<file path="src/rtl/gf180mcu_fd_sc_mcu9t5v0__scan_chain_ctrl.sv">
// rtl/gf180mcu_fd_sc_mcu9t5v0__scan_chain_ctrl.sv - scan chain load/capture/unload sequencer
// Optional unload compare enabled by GF180MCU_SCAN_CHAIN_CTRL_COMPARE_EN.
module gf180mcu_fd_sc_mcu9t5v0__scan_chain_ctrl #(
  parameter int CHAIN_LEN = 8
) (
  input  logic                 CLK,
  input  logic                 RN,
  input  logic                 START,
  input  logic [CHAIN_LEN-1:0] PAT,
  input  logic [CHAIN_LEN-1:0] EXP,
  input  logic                 SO,
  output logic                 SE,
  output logic                 SI,
  output logic                 BUSY,
  output logic                 DONE,
  output logic [CHAIN_LEN-1:0] CAP_DATA,
  output logic                 FAIL
);

  localparam int CNT_W = $clog2(CHAIN_LEN + 1);
  localparam logic [CNT_W-1:0] LAST = CNT_W'(CHAIN_LEN - 1);

  typedef enum logic [2:0] {IDLE, SHIFT, CAPTURE, UNLOAD, FIN} state_t;

  state_t               state;
  logic [CNT_W-1:0]     cnt;
  logic [CHAIN_LEN-1:0] pat_sr;
  logic [CHAIN_LEN-1:0] cap_next;

  // First unloaded bit walks down to index 0 after CHAIN_LEN shifts.
  assign cap_next = {SO, CAP_DATA[CHAIN_LEN-1:1]};

`ifdef GF180MCU_SCAN_CHAIN_CTRL_COMPARE_EN
  logic [CHAIN_LEN-1:0] exp_q;
`else
  logic unused_exp;
  assign unused_exp = ^EXP;
  assign FAIL = 1'b0;
`endif

  always_ff @(posedge CLK) begin
    if (!RN) begin
      state    <= IDLE;
      cnt      <= '0;
      pat_sr   <= '0;
      SE       <= 1'b0;
      SI       <= 1'b0;
      BUSY     <= 1'b0;
      DONE     <= 1'b0;
      CAP_DATA <= '0;
`ifdef GF180MCU_SCAN_CHAIN_CTRL_COMPARE_EN
      exp_q    <= '0;
      FAIL     <= 1'b0;
`endif
    end else begin
      DONE <= 1'b0;
      case (state)
        IDLE: begin
          if (START) begin
            state    <= SHIFT;
            cnt      <= '0;
            pat_sr   <= PAT >> 1;
            SI       <= PAT[0];
            SE       <= 1'b1;
            BUSY     <= 1'b1;
            CAP_DATA <= '0;
`ifdef GF180MCU_SCAN_CHAIN_CTRL_COMPARE_EN
            exp_q    <= EXP;
            FAIL     <= 1'b0;
`endif
          end
        end
        SHIFT: begin
          if (cnt == LAST) begin
            state <= CAPTURE;
            cnt   <= '0;
            SE    <= 1'b0;
            SI    <= 1'b0;
          end else begin
            cnt    <= cnt + 1'b1;
            pat_sr <= pat_sr >> 1;
            SI     <= pat_sr[0];
          end
        end
        CAPTURE: begin
          state <= UNLOAD;
          SE    <= 1'b1;
          SI    <= 1'b0;
        end
        UNLOAD: begin
          CAP_DATA <= cap_next;
          if (cnt == LAST) begin
            state <= FIN;
            cnt   <= '0;
            SE    <= 1'b0;
            DONE  <= 1'b1;
`ifdef GF180MCU_SCAN_CHAIN_CTRL_COMPARE_EN
            FAIL  <= (cap_next != exp_q);
`endif
          end else begin
            cnt <= cnt + 1'b1;
          end
        end
        FIN: begin
          state <= IDLE;
          BUSY  <= 1'b0;
        end
        default: begin
          state <= IDLE;
          BUSY  <= 1'b0;
          SE    <= 1'b0;
          SI    <= 1'b0;
        end
      endcase
    end
  end

endmodule

</file>
<file path="config.mk">
export PLATFORM = sky130hd
export DESIGN_NAME = gf180mcu_fd_sc_mcu9t5v0__scan_chain_ctrl
export DESIGN_NICKNAME = d
export VERILOG_FILES = /design/src/rtl/gf180mcu_fd_sc_mcu9t5v0__scan_chain_ctrl.sv
export SDC_FILE = /design/constraint.sdc
export NUM_CORES = 1
export LEC_CHECK = 0
export CORE_ASPECT_RATIO = 1.25
export CORE_MARGIN = 2
export CORE_UTILIZATION = 50
export CTS_CLUSTER_SIZE = 8
export DETAILED_ROUTE_END_ITERATION = 7
export PLACE_DENSITY = 0.79
export REMOVE_ABC_BUFFERS = 1
export SLEW_MARGIN = 20
export SYNTH_ARGS = -nofsm -noshare
export SYNTH_HDL_FRONTEND = slang
export SYNTH_SLANG_ARGS = --single-unit
</file>
<file path="constraint.sdc">
create_clock -name CLK -period 3.8 [get_ports CLK]
set_clock_uncertainty 0.05 [all_clocks]
set_input_delay 0.76 -clock CLK [delete_from_list [all_inputs] [get_ports CLK]]
set_output_delay 0.76 -clock CLK [all_outputs]
set_load 0.005 [all_outputs]
</file>
==> summary.txt, run 1 <==
status: finished clean
adder-cell share of the synthesized area: 1.060%
slew margin rel.: 54.65%
Max Buffers Root-to-Sink: 2
delay-heaviest family, CP: buffers and inverters
post-cts repair resize count: 0
initial antenna violation count: 0
Rows: 19
Routed Antenna Nets: 0
Worst Path Buf+Inv: 1
met1 usage: 24.41%
RD Place Congestion: 0.7525
# port buffers: 23
commonest non-fill, non-tap cell in the layout: dfxtp_1
critical path's slowest cell: clkdlybuf4s50_1
critical path data required time: 4.03 ns
met3 Use GR: 1.840%
fin. max-slew vios: 0
WL final: 2256 µm
GRT Total Usage: 18.68%
clock-pin slew on the worst setup and hold paths: 0.14 ns
post-synthesis register bit count: 26
Die Ht: 58.31 µm
multiplexer share of the synthesized area: 5.938%
crit path kind: in2reg
CP Capture Type: flop
antenna fix cells: 0
post-synthesis cell count: 128
post-layout min period: 2.139 ns
CTS H-Tree Depth: 1
hold path start: CAP_DATA[0]$_SDFFE_PN0P_
clock tree sinks: 26
via count: 971
final hold vios: 0
Non-Filler Instances: 177
global-route layer with the greatest usage: met2
most frequent cells in the layout: 26 x dfxtp_1, 23 x clkdlybuf4s50_1, 17 x nand2_1
post-CTS setup buffer count: 0
Reg-to-Reg Start: state[0]$_SDFFE_PN0P_
syn_area_per_cell: 9.218 µm²
Post-DP HPWL: 1637 µm
unrepaired setup endpoints after global routing: false
Max Cap Violations: 0
CTS root buf: clkbuf_4
Pleak: 0.5423 nW
IO Pins: 33
# setup viols final: 0
Die Wd: 47.45 µm
Worst setup SP type: input pin
worst r2r dst: pat_sr[0]$_SDFFE_PN0P_
slowest stage delay, CP: 0.60 ns
DIE AREA: 0.002767 mm²
worst hold stages: 2
first-pass GRT wire length: 3808 µm
worst-path fanout max: 12
cell taking the most area after synthesis: dfxtp_1
placed cells: 173
vias in the first global route: 892
Post-Synth Simple-Gate Area: 19.09%
Hold Path Class: reg2reg
setup TNS: 0 ns
Synth Area in XOR/XNOR: 1.485%
Final Net Count: 168
overall power: 0.5121 mW
CTS buffer count: 3
CP arrival: 2.37 ns
Tightest Pin Transition: 0.6781 ns
Yosys warnings: 0
Peak VDD IR: 0.2302 mV
initial core utilization: 53.37%
vias per cell: 5.486
Pre-Repair DR Iteration Count: 4
Synth top area share: 44.11%
synthesized area: 0.001180 mm²
CP Cell Sequence: clkdlybuf4s50_1 -> or4b_4 -> o21ai_4 -> o21ai_0 -> a21oi_1
starting DRC count in detailed routing: 29
CTS tree: yes
synth unique cells: 41
Cell Pwr Density: 363.2 mW/mm²
sequential-to-total area share from yosys stat: 44.11%
Post-CTS Hold Buffers: 0
# DRC: 0
reg2reg setup slack: 1.83 ns
fin crit share: 56.29%
Compound-Gate Fraction of Synth Area: 21.00%
Max Fclk: 467.5 MHz
drt wl/cell: 12.75 µm
largest family of logic cells by synthesized area: compound AO/OA/AOI/OAI gates
met2 Use GR: 30.31%
FF-to-FF path depth: 4
share of layout cells above drive strength 1: 11.64%
Hold Path Sink: CAP_DATA[0]$_SDFFE_PN0P_
largest net degree at the start of global routing: 20
grt ovf: 0
Worst-Skew Late Latency: 0.33 ns
Area Growth Syn to Fin: 19.51%
Area contributors post-synth: dfxtp_1 44%, mux2i_1 5.9%, nand2_1 5.4%
core area: 0.002211 mm²
[power breakdown]
part,internal [mW],leakage [nW],switching (mW)
clock,0.0587,0.0210,0.0809
sequential,0.286,0.212,0.00999
combinational,0.0390,0.309,0.0380
[cell usage after synthesis (all sizes together)]
| cell type | number |
|---|---|
| dfxtp | 26 |
| nand2 | 17 |
| nor2 | 13 |
| a21oi | 9 |
| o21ai | 8 |
| o22ai | 8 |
| buf | 7 |
| mux2i | 7 |
| nor3 | 3 |
| a22oi | 2 |
| a31oi | 2 |
| clkbuf | 2 |
| inv | 2 |
| nand3 | 2 |
| xor2 | 2 |
| a211oi | 1 |
| a31o | 1 |
| a32oi | 1 |
| and2 | 1 |
| and2b | 1 |
| and3 | 1 |
| and3b | 1 |
| conb | 1 |
| ha | 1 |
| nand2b | 1 |
| nand3b | 1 |
| nor2b | 1 |
| nor3b | 1 |
| nor4 | 1 |
| o21bai | 1 |
| o221a | 1 |
| or3b | 1 |
| or4b | 1 |
[logic make-up (layout without fill, tap and decap cells)]
group                      Yosys count  count (layout)
other                                1               1
muxes                                7               7
buffers and inverters               11              29
adders and majority gates            1               1
and+or+nand+nor                     46              46
AOI/OAI and AO/OA                   34              34
xor gates and xnor gates             2               2
DFF                                 26              26
[worst max-delay path by stage]
stage	end	start	slack, ns	cells past startpoint
after CTS	pat_sr[0]$_SDFFE_PN0P_	START	1.67	5
final	pat_sr[0]$_SDFFE_PN0P_	START	1.66	5
after detailed placement	pat_sr[0]$_SDFFE_PN0P_	START	1.33	5
after floorplan	pat_sr[0]$_SDFFE_PN0P_	START	2.08	4
after global placement	pat_sr[0]$_SDFFE_PN0P_	START	1.35	5
after global routing	pat_sr[0]$_SDFFE_PN0P_	START	1.56	5
[registers in the layout (all words and copies together) (netlist names)]
| register | flops |
|---|---|
| BUSY | 1 |
| SI | 1 |
| pat_sr | 7 |
| CAP_DATA | 8 |
| SE | 1 |
| DONE | 1 |
| state | 3 |
| cnt | 4 |
[final cells by class]
cell class              instances  area [µm²]
well taps                      31       38.79
flip-flops and latches         26       520.5
inverters                       2       7.507
multi-input cells              91       576.8
repair buffers                 23       230.2
fillers                       196       800.8
clock buffers                   4       36.28
[worst reg2reg max path, delay by kind of cell, from the launching register on]
family	cells	cell delay [ns]
AO/OA/AOI/OAI	3	0.72
AND/OR/NAND/NOR	1	0.59
flip-flops	1	0.56
[metal layers]
metal	vias up	wire length [µm]	part of all wire, %
li1	486	-	-
met3	5	77	3.4
met5	-	0	0
met2	27	1151	51
met4	0	44	2.0
met1	453	982	44
[stage by stage]
step | setup WS, ns | hold slack (ns) | util, % | area (µm²)
after detailed placement | 1.328 | 0.4159 | 62.14 | 1374
after CTS | 1.673 | 0.4347 | 63.78 | 1410
after floorplan | 2.076 | 0.4104 | - | 1105
after global placement | 1.352 | 0.4061 | 62.14 | 1374
after global routing | 1.560 | 0.4663 | 63.78 | 1410
final | 1.661 | 0.4342 | 63.78 | 1410
Power figures use the tool's default switching activity.
==> inputs of run 2 (changes only) <==
- CORE_UTILIZATION: 50 -> 46
- PLACE_DENSITY: 0.79 -> 0.73
- clock period: 3.8 -> 2 ns (I/O delays scaled with it)
==> run 2 against run 1 <==
- die area grew 8.0%
- worst setup slack worse by 1.4 ns
- largest power group unchanged
- register-to-register slack worse by 1.6 ns
- clock power grew to 2.5 times the previous value
- clock-buffer cell count fell by 1
- sequential cell count unchanged
- critical path depth is 1 lower
- sequential share of layout area is 1.6 points lower
- utilization decreased by 3.1 points
==> summary.txt, run 2 (synthesis gave the netlist of run 1 again) <==
grt ovf: 0 (unchanged)
setup ws final: 0.2662 ns (-1.395 ns)
Peak VDD IR: 0.4725 mV (+110%)
CP arrival: 1.90 ns (-0.47 ns)
vias in the first global route: 965 (+8.2%)
final hold vios: 0 (unchanged)
GRT Total Usage: 17.42% (-1.3 points)
Reg with most FFs: CAP_DATA
Die Wd: 49.30 µm (+3.9%)
Post-DP Area: 0.001421 mm² (+3.5%)
worst-path fanout max: 12 (unchanged)
IO Pins: 33 (unchanged)
Die Ht: 60.63 µm (+4.0%)
antenna fix cells: 0 (unchanged)
Pleak: 0.5779 nW (+6.6%)
fin crit share: 86.69%
CP Capture Type: flop
first-pass GRT wire length: 4050 µm (+6.4%)
share of layout cells above drive strength 1: 15.13% (+3.5 points)
Reg-to-Reg Start: state[0]$_SDFFE_PN0P_
drt wl/cell: 12.48 µm (-2.1%)
CTS tree: yes
unrepaired setup endpoints after global routing: false
Area Growth Syn to Fin: 24.92%
Worst setup SP type: flop
CTS H-Tree Depth: 1 (unchanged)
commonest non-fill, non-tap cell in the layout: dfxtp_1
Post-CTS Hold Buffers: 0 (unchanged)
post-CTS setup buffer count: 0 (unchanged)
CTS buffer count: 3 (unchanged)
setup TNS: 0 ns (unchanged)
crit path kind: reg2reg
worst hold stages: 2 (unchanged)
RD Place Congestion: 0.7709 (+2.4%)
fin. max-slew vios: 0 (unchanged)
worst r2r dst: pat_sr[5]$_SDFFE_PN0P_
CTS root buf: clkbuf_4
most frequent cells in the layout: 26 x dfxtp_1, 23 x clkdlybuf4s50_1, 17 x nand2_1
top flop regs: CAP_DATA x8, pat_sr x7, cnt x4
# DRC: 0 (unchanged)
vias per cell: 5.184 (-5.5%)
hold path start: CAP_DATA[0]$_SDFFE_PN0P_
reg2reg setup slack: 0.27 ns (-1.56 ns)
FF-to-FF path depth: 4 (unchanged)
max FFs per register: 8 (unchanged)
slowest stage delay, CP: 0.56 ns (-0.04 ns)
Rows: 20 (+1)
Worst-Skew Late Latency: 0.32 ns (about the same)
Final Net Count: 174 (+3.6%)
DIE AREA: 0.002989 mm² (+8.0%)
Post-DP HPWL: 1741 µm (+6.3%)
pre-CTS WS: 0.05007 ns (-1.278 ns)
post-cts repair resize count: 0 (unchanged)
Hold Path Class: reg2reg
clock tree sinks: 26 (unchanged)
initial core utilization: 48.61% (-4.8 points)
critical path's slowest cell: dfxtp_1
Pre-Repair DR Iteration Count: 4 (unchanged)
WL final: 2308 µm (+2.3%)
Non-Filler Instances: 185 (+4.5%)
# port buffers: 23 (unchanged)
Hold Worst Slack: 0.4388 ns (+0.004546 ns)
core area: 0.002427 mm² (+9.8%)
Max Buffers Root-to-Sink: 2 (unchanged)
post-layout min period: 1.734 ns
critical path data required time: 2.17 ns (-1.86 ns)
# setup viols final: 0 (unchanged)
final instance area: 0.001474 mm² (+4.5%)
Max Fclk: 576.8 MHz
overall power: 1.077 mW (+110%)
Util after Layout: 60.72% (-3.1 points)
status: finished clean
Cell Pwr Density: 730.8 mW/mm² (+100%)
placed cells: 181 (+4.6%)
clock-pin slew on the worst setup and hold paths: 0.14 ns (about the same)
Routed Antenna Nets: 0 (unchanged)
Hold Path Sink: CAP_DATA[0]$_SDFFE_PN0P_
Max Cap Violations: 0 (unchanged)
initial antenna violation count: 0 (unchanged)
CP Cell Sequence: or3b_1 -> o21ai_4 -> buf_4 -> a21oi_2
via count: 959 (-1.2%)
largest net degree at the start of global routing: 16 (-20%)
starting DRC count in detailed routing: 40 (+38%)
==> run 2: cell count changes in the layout (fill, tap and decap cells not counted), sizes merged <==
| cell | delta |
|---|---|
| clkbuf | -1 |
| bufinv | +1 |
| buf | +6 |
==> run 2: how the worst max path moves through the flow <==
stage / from / to / slack (ns) / depth (start not counted)
6_report: state[0]$_SDFFE_PN0P_ / pat_sr[5]$_SDFFE_PN0P_ / 0.27 / 4
5_1_grt: state[0]$_SDFFE_PN0P_ / pat_sr[1]$_SDFFE_PN0P_ / 0.19 / 4
4_1_cts: state[0]$_SDFFE_PN0P_ / pat_sr[5]$_SDFFE_PN0P_ / 0.27 / 4
3_5_place_dp: START / pat_sr[5]$_SDFFE_PN0P_ / 0.05 / 5
3_3_place_gp: START / pat_sr[5]$_SDFFE_PN0P_ / 0.06 / 5
2_1_floorplan: state[0]$_SDFFE_PN0P_ / pat_sr[0]$_SDFFE_PN0P_ / 0.30 / 4
==> run 2: area by class of cell <==
| cell class | instances | area [µm²] |
|---|---|---|
| fill | 232 | 953.4 |
| multi-input combinational | 91 | 576.8 |
| sequential | 26 | 520.5 |
| timing repair buffer | 29 | 275.3 |
| tap | 33 | 41.29 |
| clock inverter | 1 | 30.03 |
| clock buffer | 3 | 22.52 |
| inverter | 2 | 7.507 |
==> run 2: metal layers <==
metal / track usage [%] / share of wire [%]
met1: 20.83 / 46
met2: 30.89 / 51
met3: 2.709 / 2.4
met4: 8.571 / 0.61
met5: 0 / 0
==> run 2: where the power goes <==
part | leakage, nW | switching, mW | internal [mW]
sequential | 0.212 | 0.0193 | 0.543
clock | 0.0279 | 0.152 | 0.203
combinational | 0.338 | 0.0759 | 0.0846
total | 0.578 | 0.247 | 0.830
==> run 2: worst max-delay path: cells and delay by family (launching register included) <==
kind,cells,cell delay [ns]
flip-flops,1,0.56
AND/OR/NAND/NOR,1,0.45
AO/OA/AOI/OAI,2,0.38
buffers and inverters,1,0.20
